==> src/rtl/branch_predictor.sv <==
// Direct-mapped branch target buffer with 2-bit saturating direction counters.
// Zero-latency lookup for fetch; training and perf counters updated from resolution.
module branch_predictor #(
  parameter int ENTRIES = 16,
  localparam int IDX_W  = $clog2(ENTRIES),
  localparam int TAG_W  = 30 - IDX_W
) (
  input  logic        CLK,
  input  logic        nRST,
  input  logic [31:0] lookup_addr,
  output logic        pred_control,
  output logic [31:0] pred_branch,
  input  logic        update_en,
  input  logic [31:0] update_addr,
  input  logic        update_taken,
  input  logic [31:0] update_target,
  input  logic        update_mispredict,
  input  logic        table_clear,
  output logic [31:0] branch_count,
  output logic [31:0] mispredict_count
);

  logic             valid_q  [ENTRIES];
  logic [1:0]       ctr_q    [ENTRIES];
  logic [TAG_W-1:0] tag_q    [ENTRIES];
  logic [31:0]      target_q [ENTRIES];

  logic [31:0] branch_count_q, branch_count_d;
  logic [31:0] mispredict_count_q, mispredict_count_d;

  logic [IDX_W-1:0] lk_idx, upd_idx;
  logic [TAG_W-1:0] lk_tag, upd_tag;
  logic             lk_hit, upd_hit, upd_write;
  logic [1:0]       ctr_d;
  logic [31:0]      target_d;

  // Byte-offset bits of both addresses carry no information for word-aligned PCs.
  logic unused_addr_bits;
  assign unused_addr_bits = ^{lookup_addr[1:0], update_addr[1:0]};

  assign lk_idx  = lookup_addr[IDX_W+1:2];
  assign lk_tag  = lookup_addr[31:IDX_W+2];
  assign upd_idx = update_addr[IDX_W+1:2];
  assign upd_tag = update_addr[31:IDX_W+2];

  assign lk_hit       = valid_q[lk_idx] && (tag_q[lk_idx] == lk_tag);
  assign pred_control = lk_hit && ctr_q[lk_idx][1];
  assign pred_branch  = pred_control ? target_q[lk_idx] : 32'h0;

  assign upd_hit   = valid_q[upd_idx] && (tag_q[upd_idx] == upd_tag);
  // A not-taken miss leaves the table alone; anything else rewrites the entry.
  assign upd_write = update_en && (upd_hit || update_taken);

  always_comb begin
    ctr_d    = 2'b10;
    target_d = target_q[upd_idx];
    if (update_taken) target_d = update_target;
    if (upd_hit) begin
      if (update_taken) ctr_d = (ctr_q[upd_idx] == 2'b11) ? 2'b11 : ctr_q[upd_idx] + 2'b01;
      else              ctr_d = (ctr_q[upd_idx] == 2'b00) ? 2'b00 : ctr_q[upd_idx] - 2'b01;
    end
  end

  always_ff @(posedge CLK or negedge nRST) begin
    if (!nRST) begin
      for (int i = 0; i < ENTRIES; i++) begin
        valid_q[i]  <= 1'b0;
        ctr_q[i]    <= 2'b01;
        tag_q[i]    <= '0;
        target_q[i] <= '0;
      end
    end else if (table_clear) begin
      for (int i = 0; i < ENTRIES; i++) begin
        valid_q[i] <= 1'b0;
        ctr_q[i]   <= 2'b01;
      end
    end else if (upd_write) begin
      valid_q[upd_idx]  <= 1'b1;
      tag_q[upd_idx]    <= upd_tag;
      ctr_q[upd_idx]    <= ctr_d;
      target_q[upd_idx] <= target_d;
    end
  end

  assign branch_count_d     = branch_count_q + {31'b0, update_en};
  assign mispredict_count_d = mispredict_count_q + {31'b0, update_en & update_mispredict};

  always_ff @(posedge CLK or negedge nRST) begin
    if (!nRST) begin
      branch_count_q     <= '0;
      mispredict_count_q <= '0;
    end else begin
      branch_count_q     <= branch_count_d;
      mispredict_count_q <= mispredict_count_d;
    end
  end

  assign branch_count     = branch_count_q;
  assign mispredict_count = mispredict_count_q;

endmodule
==> config.mk <==
export PLATFORM = sky130hd
export DESIGN_NAME = branch_predictor
export DESIGN_NICKNAME = d
export VERILOG_FILES = /design/src/rtl/branch_predictor.sv
export SDC_FILE = /design/constraint.sdc
export NUM_CORES = 2
export LEC_CHECK = 0
export CAP_MARGIN = 30
export CORE_MARGIN = 1.5
export CORE_UTILIZATION = 40
export CTS_BUF_LIST = sky130_fd_sc_hd__clkbuf_4
export DETAILED_ROUTE_END_ITERATION = 8
export GPL_TIMING_DRIVEN = 1
export PLACE_DENSITY = 0.64
export SLEW_MARGIN = 10
export SYNTH_ARGS = -nofsm -noshare
export SYNTH_HDL_FRONTEND = slang
export SYNTH_SLANG_ARGS = --single-unit
export TNS_END_PERCENT = 5
==> constraint.sdc <==
create_clock -name CLK -period 9.4 [get_ports CLK]
set_input_delay 1.88 -clock CLK [delete_from_list [all_inputs] [get_ports CLK]]
set_output_delay 1.88 -clock CLK [all_outputs]
set_load 0.02 [all_outputs]
==> reports/qor.yml <==
clocking:
  cts_max_path_buffers: 4
  post-cts-setup-buffers: 0
  cts_sinks: 1040
  holdBufCountCts: 0
  insertion_delay_ns: 1.26
  post_cts_resized: 0
  htree_levels: 5
  path_clk_slew_ns: 0.06
  cts_root_buffer: "clkbuf_4"
  cts_tree: "built"
  cts_made_buffers: 303
timing:
  max_clock_freq_mhz: 124
  hold_slack_ns: 0.469
  setup_viol: 0
  hold_violations: 0
  period_share_pct: 85.6
  final.setup.worst_slack_ns: 1.35
  skew_ns: 0.114
  relSlewSlack_pct: 28.5
  slew_violations: 0
  tns_ns: 0
  rsz0062_at_grt: "false"
  period_minus_slack_ns: 8.05
  worst_pin_slew_ns: 1.06
power:
  switching_share_pct: 27.4
  power_w: 0.0113
  vdd_drop_max_mv: 0.134
  pwr-share-seq_pct: 47.0
  pwr-share-comb_pct: 16.5
  p_switching_w: 0.00309
  p_leak_nw: 28.5
  internal-power_w: 0.00820
  p_clk_share_pct: 36.5
  powerDensity_nw_per_um2: 179
layout:
  multi_input_area_um2: 28000
  area_growth_pct: 12.8
  layout_commonest_cell: "dfrtp_1"
  register_area_um2: 26000
  fillerInstances: 12371
  final_net_count: 4059
  final_cell_mix: "1024 x dfrtp_1, 928 x mux2_2, 533 x mux4_2"
  drive_gt1_share_pct: 49.8
floorplan:
  die_x_um: 377
  rows: 136
  dieArea_um2: 142000
  die_y_um: 377
  design.core.area_um2: 138000
  start_util_pct: 40.5
  io_pins: 199
setup_path:
  crit_path_max_incr_delay_ns: 0.62
  worstPathMaxFanout: 64
  worst_setup_path_end_kind: "output port"
  start_kind: "input port"
  worstPathArrival_ns: 6.17
  critical_path_class: "input port to output port"
  path_cells: "buf_8 > buf_4 > mux4_2 > mux4_2 > xor2_1 > nor4_1 > nand4_1 > buf_4 > nor2b_1 > clkdlybuf4s50_1"
  crit_required_ns: 7.52
  crit_slowest_cell: "clkdlybuf4s50_1"
logic_synthesis:
  async_reset_ff_share_pct: 100
  yosysSeqAreaShare_pct: 46.7
  synth_top_flop_cell: "dfrtp_1"
  synth.distinct_cells: 70
  syn-instance-count: 3722
  ys_seq_elements: 1040
  synth_edf_count: 0
  yosysWarnings: 0
  syn_avg_cell_area_um2: 15.0
  syn_nets: 3828
  syn_area_um2: 55800
global_route:
  track_usage_pct: 22.6
  grt_pass1_vias: 37303
  grt_pass1_wl_mm: 240
  grt_max_degree: 169
  overflow: 0
  antenna_found_initial: 6
place:
  port_buffers: 194
  finalWeightedCongestion: 0.859
  pre_cts_slack_ns: 1.31
  hpwlAfterDp_mm: 93.0
drt:
  vias: 35764
  viasPerCell: 5.96
  ant_nets: 0
  drt_iter0_drc: 2779
  drc: 0
  routed_wl_mm: 158
  drt_pass1_iterations: 6
  wl_per_cell_um: 26.4
flow_run:
  maxCapViolCount: 0
status:
  status: "finished clean"
worst_hold_path:
  hp-class: "flip-flop to flip-flop"
critical path: cells and delay by family:
kind	cells	cell delay, ns
buf+inv	4	2.05
mux	2	1.09
simple gates	3	0.80
xor+xnor	1	0.20
per-stage QoR:
stage	utilization, %	area (µm²)	cells
4_1_cts	45.6	62900	5992
2_1_floorplan	-	55800	3722
6_report	45.6	63000	6001
5_1_grt	45.6	63000	5998
3_3_place_gp	42.9	59300	5504
3_5_place_dp	43.0	59300	5507
logic make-up (layout without fill, tap and decap cells):
kind of cell | after synthesis | after routing | synth area share [%]
adder cells (fa/ha/maj) | 5 | 5 | 0.108
AO/OA/AOI/OAI | 182 | 182 | 2.34
AND/OR/NAND/NOR | 400 | 400 | 3.42
flip-flops | 1040 | 1040 | 46.7
buffers and inverters | 406 | 817 | 3.31
XOR/XNOR | 109 | 109 | 1.71
multiplexers | 1580 | 1580 | 42.5
other | 0 | 5 | 0
sequential cells by signal (all words and copies together) (netlist names):
signal and cells:
branch_count 32, valid_q 16, mispredict_count 32, tag_q 416
ctr_q 32, target_q 512
worst paths after layout:
kind	startpoint	end	slack (ns)	depth (start not counted)
worst max-delay path	lookup_addr[2]	pred_branch[30]	1.35	10
worst min-delay path	branch_count[31]	branch_count[31]	0.47	1
worst max register to register	tag_q[114]	target_q[117]	4.49	10
worst min register to register	branch_count[31]	branch_count[31]	0.47	1
max in group asynchronous	nRST	mispredict_count[11]	6.77	3
min in group asynchronous	nRST	tag_q[383]	0.69	1
routing by layer:
layer	global-route usage (%)	vias to the layer above	wire, µm
met1	30.8	19271	67500
met2	35.7	1326	75600
met4	7.56	4	4070
met5	0	-	27
li1	-	14904	-
met3	5.11	259	11200
synth_stat cells, types with 16 or more instances:
cell type	number	share of area [%]
xor2_1	36	0.56
nand3_1	36	0.32
clkbuf_1	209	1.4
a21oi_1	22	0.20
xnor2_1	73	1.1
buf_2	77	0.69
buf_1	39	0.26
dfstp_2	16	0.75
mux2i_1	102	1.8
mux4_2	533	22
nand4_1	19	0.21
nand2_1	177	1.2
a22oi_1	27	0.36
inv_1	45	0.30
nor2_1	52	0.35
mux2_2	928	19
dfrtp_1	1024	46
buf_6	22	0.44
o21ai_0	24	0.22
nor2b_1	42	0.47
o22ai_1	17	0.19
o211ai_1	26	0.35
layout make-up:
class	count	share of cell area [%]
tap	1863	3.70
sequential	1040	41.3
inverter	46	0.278
clock inverter	47	0.455
clock buffer	438	5.22
multi-input combinational	2276	44.4
antenna	5	0.0199
timing repair buffer	286	4.57
power by group through the flow:
stage,clock (W),sequential (W),combinational (W)
final,0.00412,0.00531,0.00186
after global placement,0,0.00536,0.00183
after detailed placement,0,0.00538,0.00187
after global routing,0.00451,0.00537,0.00200
after floorplan,0,0.00528,0.00131
after CTS,0.00426,0.00530,0.00187
Note: power is estimated with default switching activity, not from simulation.
